$ cat config.mk
export PLATFORM = sky130hd
export DESIGN_NAME = parallel_bus_master
export DESIGN_NICKNAME = d
export VERILOG_FILES = /design/src/rtl/parallel_bus_pkg.sv /design/src/rtl/parallel_bus_master_phase_timer.sv /design/src/rtl/parallel_bus_master.sv
export SDC_FILE = /design/constraint.sdc
export NUM_CORES = 1
export LEC_CHECK = 0
export CORE_MARGIN = 2
export CORE_UTILIZATION = 35
export CTS_CLUSTER_SIZE = 25
export DETAILED_ROUTE_END_ITERATION = 7
export HOLD_SLACK_MARGIN = 0.02
export PLACE_DENSITY = 0.71
export SYNTH_ARGS = -nofsm -noshare
export SYNTH_HDL_FRONTEND = slang
export SYNTH_SLANG_ARGS = --single-unit
$ cat constraint.sdc
create_clock -name clock -period 2.35 [get_ports clock]
set_clock_uncertainty 0.1 [all_clocks]
set_input_delay 0.47 -clock clock [delete_from_list [all_inputs] [get_ports clock]]
set_output_delay 0.47 -clock clock [all_outputs]
set_load 0.05 [all_outputs]
$ cat src/rtl/parallel_bus_pkg.sv
// Shared types and default timing for the parallel bus master.
// State encoding, phase defaults and counter sizing helper.
package parallel_bus_pkg;

  typedef enum logic [2:0] {
    IDLE,
    SETUP,
    STROBE,
    HOLD,
    TURN
  } bus_state_t;

  localparam int DEF_DATA_W     = 16;
  localparam int DEF_SETUP_CYC  = 2;
  localparam int DEF_STROBE_CYC = 4;
  localparam int DEF_HOLD_CYC   = 2;
  localparam int DEF_TURN_CYC   = 2;

  function automatic int max4(
    input int a,
    input int b,
    input int c,
    input int d
  );
    int m;
    m = a;
    if (b > m) m = b;
    if (c > m) m = c;
    if (d > m) m = d;
    return m;
  endfunction

endpackage

$ cat src/rtl/parallel_bus_master_phase_timer.sv
// Loadable down-counter that times each bus phase.
// done is high while the count sits at zero.
module phase_timer #(
  parameter int W = 3
) (
  input  logic         clock,
  input  logic         reset,
  input  logic         load,
  input  logic [W-1:0] value,
  output logic         done
);

  logic [W-1:0] count;

  always_ff @(posedge clock) begin
    if (reset) begin
      count <= '0;
    end else if (load) begin
      count <= value;
    end else if (count != '0) begin
      count <= count - 1'b1;
    end
  end

  assign done = (count == '0);

endmodule

$ cat src/rtl/parallel_bus_master.sv
// Initiator for the 16-bit asynchronous SRAM-style bus.
// Turns a valid/ready request into a timed write or read cycle.
module parallel_bus_master
  import parallel_bus_pkg::*;
#(
  parameter int DATA_W     = DEF_DATA_W,
  parameter int SETUP_CYC  = DEF_SETUP_CYC,
  parameter int STROBE_CYC = DEF_STROBE_CYC,
  parameter int HOLD_CYC   = DEF_HOLD_CYC,
  parameter int TURN_CYC   = DEF_TURN_CYC
) (
  input  logic              clock,
  input  logic              reset,
  input  logic              req_valid,
  output logic              req_ready,
  input  logic              req_write,
  input  logic [DATA_W-1:0] req_wdata,
  output logic              rsp_valid,
  output logic [DATA_W-1:0] rsp_rdata,
  output logic              busy,
  output logic [DATA_W-1:0] bus_data_out,
  output logic              bus_data_oe,
  input  logic [DATA_W-1:0] bus_data_in,
  output logic              bus_ce_n,
  output logic              bus_we_n,
  output logic              bus_oe_n
);

  localparam int CW =
    $clog2(max4(SETUP_CYC, STROBE_CYC, HOLD_CYC, TURN_CYC)) + 1;

  if (SETUP_CYC < 1 || STROBE_CYC < 1 ||
      HOLD_CYC < 1 || TURN_CYC < 1) begin : g_param_check
    $error("parallel_bus_master: phase lengths must be >= 1");
  end

  bus_state_t    state;
  bus_state_t    state_nxt;
  logic          accept;
  logic          wr_q;
  logic          wr_nxt;
  logic          timer_load;
  logic [CW-1:0] timer_val;
  logic          timer_done;
  logic          ce_d;
  logic          we_d;
  logic          oe_d;
  logic          doe_d;
  logic          rsp_d;
  logic          cap;

  assign req_ready = (state == IDLE) && !reset;
  assign accept    = req_valid && req_ready;
  assign busy      = (state != IDLE);
  assign wr_nxt    = accept ? req_write : wr_q;

  phase_timer #(
    .W(CW)
  ) u_timer (
    .clock(clock),
    .reset(reset),
    .load (timer_load),
    .value(timer_val),
    .done (timer_done)
  );

  always_ff @(posedge clock) begin
    if (reset) state <= IDLE;
    else       state <= state_nxt;
  end

  always_comb begin
    state_nxt = state;
    unique case (state)
      IDLE:    if (accept)     state_nxt = SETUP;
      SETUP:   if (timer_done) state_nxt = STROBE;
      STROBE:  if (timer_done) state_nxt = HOLD;
      HOLD:    if (timer_done) state_nxt = TURN;
      TURN:    if (timer_done) state_nxt = IDLE;
      default: state_nxt = IDLE;
    endcase
  end

  // The timer counts the phase being entered down to zero.
  always_comb begin
    timer_load = (state_nxt != state) && (state_nxt != IDLE);
    timer_val  = '0;
    unique case (state_nxt)
      SETUP:   timer_val = CW'(SETUP_CYC - 1);
      STROBE:  timer_val = CW'(STROBE_CYC - 1);
      HOLD:    timer_val = CW'(HOLD_CYC - 1);
      TURN:    timer_val = CW'(TURN_CYC - 1);
      default: timer_val = '0;
    endcase
  end

  // Bus pins are registered from the upcoming state, so they glitch-free
  // line up with the phase boundaries.
  always_comb begin
    ce_d  = 1'b1;
    we_d  = 1'b1;
    oe_d  = 1'b1;
    doe_d = 1'b0;
    unique case (state_nxt)
      SETUP: begin
        ce_d  = 1'b0;
        doe_d = wr_nxt;
      end
      STROBE: begin
        ce_d  = 1'b0;
        doe_d = wr_nxt;
        we_d  = !wr_nxt;
        oe_d  = wr_nxt;
      end
      HOLD: begin
        ce_d  = 1'b0;
        doe_d = wr_nxt;
      end
      default: ;
    endcase
    rsp_d = (state == STROBE) && (state_nxt == HOLD);
    cap   = rsp_d && !wr_q;
  end

  always_ff @(posedge clock) begin
    if (reset) begin
      wr_q         <= 1'b0;
      bus_ce_n     <= 1'b1;
      bus_we_n     <= 1'b1;
      bus_oe_n     <= 1'b1;
      bus_data_oe  <= 1'b0;
      bus_data_out <= '0;
      rsp_valid    <= 1'b0;
      rsp_rdata    <= '0;
    end else begin
      bus_ce_n    <= ce_d;
      bus_we_n    <= we_d;
      bus_oe_n    <= oe_d;
      bus_data_oe <= doe_d;
      rsp_valid   <= rsp_d;
      if (accept) begin
        wr_q <= req_write;
        if (req_write) bus_data_out <= req_wdata;
      end
      if (cap) rsp_rdata <= bus_data_in;
    end
  end

endmodule

=== Word level (Yosys, flattened, before mapping) ===
Index checks and enable logic that the tools add are counted.

* Add/sub/neg operators: 1
* Multiply operators: 0
* Divide/modulo/power cells: 0
* $lt $le $gt $ge: 0
* Equality and inequality tests: 9
* Shifts and indexed selects: 0
* Mux-type cells: 11
* Bitwise logic cells: 2
* Reductions and logical operators: 19

{| class="wikitable"
|+ Operators by type and width
! operator !! number
|-
| 3-bit 2-to-1 mux || 7
|-
| 3-bit case mux with 5 select lines || 1
|-
| 3-bit by 2-bit == test with 1-bit output (second input constant) || 4
|-
| 3-bit nonzero test || 3
|-
| 3-bit by 1-bit == test with 1-bit output (second input constant) || 2
|-
| 3-bit == test (second input constant) || 2
|-
| 3-bit logical NOT || 2
|-
| 3-bit OR reduction || 2
|-
| 1-bit logical AND || 5
|-
| 2-bit case mux with 2 select lines || 1
|-
| 2-bit OR reduction || 2
|-
| 1-bit logical NOT || 3
|-
| 3-bit != test || 1
|-
| 3-bit by 1-bit subtractor with 3-bit output (second input constant) || 1
|-
| 1-bit 2-to-1 mux || 2
|-
| 1-bit NOT || 2
|-
| 2-bit AND reduction || 1
|-
| 2-bit nonzero test || 1
|}

* Register bits: 44
* Latch bits: 0
* RAM bits: 0
* Bits in read-only memories: 0
* Logic and storage cells: 52
* Memories: 0

=== Depth between registers and ports, before layout ===
* Depth after elaboration: 9
* Mapped depth: 7

=== Hierarchy ===
A second synthesis with hierarchy kept.

* Cell total of the unflattened synthesis: 213
* Area total of the unflattened synthesis: 1908.1 µm²

{| class="wikitable"
|+ Modules (own cells, without submodules)
! module !! times used !! cells an instance !! area an instance (µm²) !! seq. area each (µm²)
|-
| parallel_bus_master || 1 || 191 || 1701.6 || 820.8
|-
| phase_timer || 1 || 22 || 206.4 || 60.1
|}

=== Least setup slack after synthesis ===
OpenSTA, ideal clock, no wires.

* Kind: reg2out
* Start: reg state[0]
* End: out req_ready
* Data arrival time: 1.830 ns
* Required time: 1.780 ns
* Slack: -0.050 ns
* Cell stages (with the launch flop): 4
* Buffers on the path: 1
* Path through: dfxtp_1 > clkbuf_1 > or2_2 > nor3_1

* Word-level cells in the longest chain between the ends: 2

{| class="wikitable"
|+ RTL lines
! what !! line !! RTL
|-
| start, declared || parallel_bus_master.sv:37 || <nowiki>bus_state_t state;</nowiki>
|-
| start signal, assigned || parallel_bus_master.sv:69 || <nowiki>else state <= state_nxt;</nowiki>
|-
| 3-bit logical NOT || parallel_bus_master.sv:52 || <nowiki>assign req_ready = (state == IDLE) && !reset;</nowiki>
|-
| 1-bit logical AND || parallel_bus_master.sv:52 ||
|-
| end, declared || parallel_bus_master.sv:15 || <nowiki>output logic req_ready,</nowiki>
|}

Every way passes these cells.

=== Worst setup path after layout ===
* Start: in reset
* End: out req_ready

* Word-level cells in the longest chain between the ends: 2

{| class="wikitable"
|+ RTL lines
! what !! line !! RTL
|-
| start, declared || parallel_bus_master.sv:13 || <nowiki>input logic reset,</nowiki>
|-
| 1-bit logical NOT || parallel_bus_master.sv:52 ||
|-
| 1-bit logical AND || parallel_bus_master.sv:52 ||
|}

Every way passes these cells.

==> impl_metrics.yaml <==
detailed_routing:
  drt-initial-drc-count: 128
  dr_total_vias: 1878
  wl_per_cell_um: 14.6
  first_pass_iters: 4
  drt_wl_total_um: 5210
  route.detailed.drc: 0
  routed_via_density: 5.28
  ant_nets: 0
worst_setup_path:
  cp_cell_sequence: "clkdlybuf4s50_1, buf_4, nor3_2, buf_12"
  critPathSlowestCell: "clkdlybuf4s50_1"
  worstSetupPathType: "input pin to output port"
  cp-end-kind: "output port"
  startpoint_type: "input pin"
  path_buf_inv: 3
  path_max_fanout: 23
  crit_required_ns: 1.78
  arrival_ns: 1.56
  path_delay_family: "buffers and inverters"
  max_stage_delay_ns: 0.43
synth:
  synth_cell_types: 41
  syn_avg_cell_area_um2: 9.12
  synth-seq-cells: 44
  synthCells: 216
  seq_area_frac_synth_pct: 44.7
  netlist_area_um2: 1970
  synth_nets: 254
  yosys_warnings: 0
final_layout:
  syn2layout_area_growth_pct: 44.7
  final_cell_mix: "72 x clkdlybuf4s50_1, 44 x dfxtp_1, 36 x a21oi_1"
  nets: 321
  drive_gt1_share_pct: 12.3
  stdcell_count: 356
  final_common_cell: "clkdlybuf4s50_1"
  diodes: 0
flow_run:
  maxCapViolations: 0
sta:
  setup_tns_ns: 0
  hold_viol: 0
  max_freq_mhz: 469
  fin_crit_ns: 2.13
  relSlewSlack_pct: 64.3
  slew_violations: 0
  setup_viol: 0
  rsz0062_at_grt: "no"
  tightest_slew_ns: 0.535
  period_share_pct: 90.7
floorplan:
  die_x_um: 79.0
  dieArea_um2: 6250
  io_pins: 75
  initial_core_util_pct: 36.0
  rows: 27
  die_h_um: 79.0
  core_um2: 5470
power:
  powerDensity_nw_per_um2: 927
  leakagePower_nw: 0.948
  peakVddDrop_mv: 0.313
clock_network:
  numCtsBuffers: 5
  postCtsResizedCells: 0
  clockRootBuffer: "clkbuf_8"
  clockBufferDepth: 2
  cts_sinks: 44
  htreeDepth: 2
  path_clk_slew_ns: 0.08
  tritoncts: "yes"
  post_cts_buffers: 0
  clock_latency_ns: 0.29
  cts_hold_buf: 0
hold_path:
  hp-class: "register to register"
status:
  status: "completed"
grt:
  grt_use_total_pct: 16.8
  grt_overflow: 0
  grt_max_degree: 24
  grt_pass1_vias: 1758
  antenna_found_initial: 0
  grt_pass1_wl_um: 8560
placement:
  gp_congestion: 0.786
  hpwl_um: 3460
  dp_cells: 348
  port_buffers: 74
state kept, by name, indices dropped and copies added, names as in the netlist, 3 cells and up:
name,flops
bus_data_out,16
rsp_rdata,16
state,3
u_timer.count,3
layer usage:
layer	track usage [%]	wire length, um	vias to the layer above	part of all wire [%]
met5	0	0	-	0
met4	4.66	42	0	0.81
met3	3.07	337	4	6.5
met2	26.7	2340	66	45
met1	23.4	2480	874	48
li1	-	-	934	-
where the power goes:
part | total (mW) | switching, mW | leakage (nW) | internal, mW
Sequential | 0.930 | 0.0907 | 0.357 | 0.839
Clock | 0.489 | 0.250 | 0.0445 | 0.239
Combinational | 1.22 | 0.783 | 0.546 | 0.441
Total | 2.64 | 1.12 | 0.948 | 1.52
final cells by class:
cell class / instances / area [um^2]
fillers: 520 / 2620
multi-input cells: 145 / 943
flip-flops and latches: 44 / 881
repair buffers: 83 / 828
well taps: 72 / 90.1
clock buffers: 7 / 86.3
inverters: 4 / 15.0
clock inverters: 1 / 7.51
worst min-delay path: cells and delay by family, from the launching register on:
| kind | cells | cell delay, ns |
|---|---|---|
| compound gates | 2 | 0.12 |
| flops | 1 | 0.32 |
synthesized netlist by cell type:
master / count / area, um^2
a211oi_1: 1 / 7.51
buf_1: 1 / 3.75
xor2_1: 2 / 17.5
or3_2: 1 / 7.51
ha_1: 2 / 25.0
a21boi_0: 1 / 7.51
o31ai_4: 1 / 21.3
nand2_1: 3 / 11.3
nor2_1: 3 / 11.3
o21a_1: 1 / 7.51
buf_4: 2 / 15.0
or2_2: 1 / 6.26
o22ai_1: 2 / 12.5
nor3b_2: 2 / 25.0
o31ai_2: 8 / 100
o221ai_1: 1 / 8.76
and3_1: 1 / 6.26
dfxtp_1: 44 / 881
nand4_1: 17 / 106
buf_12: 1 / 20.0
a21oi_1: 36 / 180
or3b_1: 2 / 17.5
nand3b_1: 1 / 7.51
nand3_1: 19 / 95.1
o221a_2: 1 / 11.3
nor3b_1: 1 / 7.51
a222oi_1: 1 / 10.0
nor3_1: 4 / 20.0
o31ai_1: 7 / 52.6
buf_6: 3 / 33.8
nor2b_1: 2 / 12.5
clkinv_1: 1 / 3.75
or3_1: 1 / 6.26
inv_1: 3 / 11.3
or3_4: 1 / 11.3
o21ai_0: 17 / 85.1
clkbuf_1: 9 / 33.8
buf_2: 7 / 35.0
o211ai_1: 1 / 7.51
xnor2_1: 1 / 8.76
nand2b_1: 3 / 18.8
logic make-up (layout without fill, tap and decap cells):
kind of cell	after synthesis	after routing	share of synthesized area [%]
AOI/OAI and AO/OA	78	78	26.0
xor gates and xnor gates	3	3	1.33
adders and majority gates	2	2	1.27
buffers and inverters	27	95	7.94
DFF	44	44	44.7
and+or+nand+nor	62	62	18.8
worst paths after layout:
| path | startpoint | end | slack [ns] | cells past startpoint |
|---|---|---|---|---|
| hold / removal | bus_data_out[4]$_SDFFE_PP0P_ | bus_data_out[4]$_SDFFE_PP0P_ | 0.38 | 2 |
| hold reg to reg | bus_data_out[4]$_SDFFE_PP0P_ | bus_data_out[4]$_SDFFE_PP0P_ | 0.38 | 2 |
| setup / recovery | reset | req_ready | 0.22 | 4 |
| setup reg to reg | u_timer.count[1]$_SDFFE_PP0P_ | u_timer.count[1]$_SDFFE_PP0P_ | 0.43 | 5 |
through the flow:
stage	worst slack (ns)	power [mW]	util, %	hold WS, ns	instance area [um^2]
after detailed placement	0.209	2.16	50.4	0.361	2760
after floorplan	0.379	1.81	-	0.423	1980
after global placement	0.220	2.15	50.4	0.358	2760
after global routing	0.159	2.80	52.1	0.384	2850
after CTS	0.205	2.65	52.1	0.376	2850
final	0.219	2.64	52.1	0.377	2850
(Power assumes the default switching activity.)
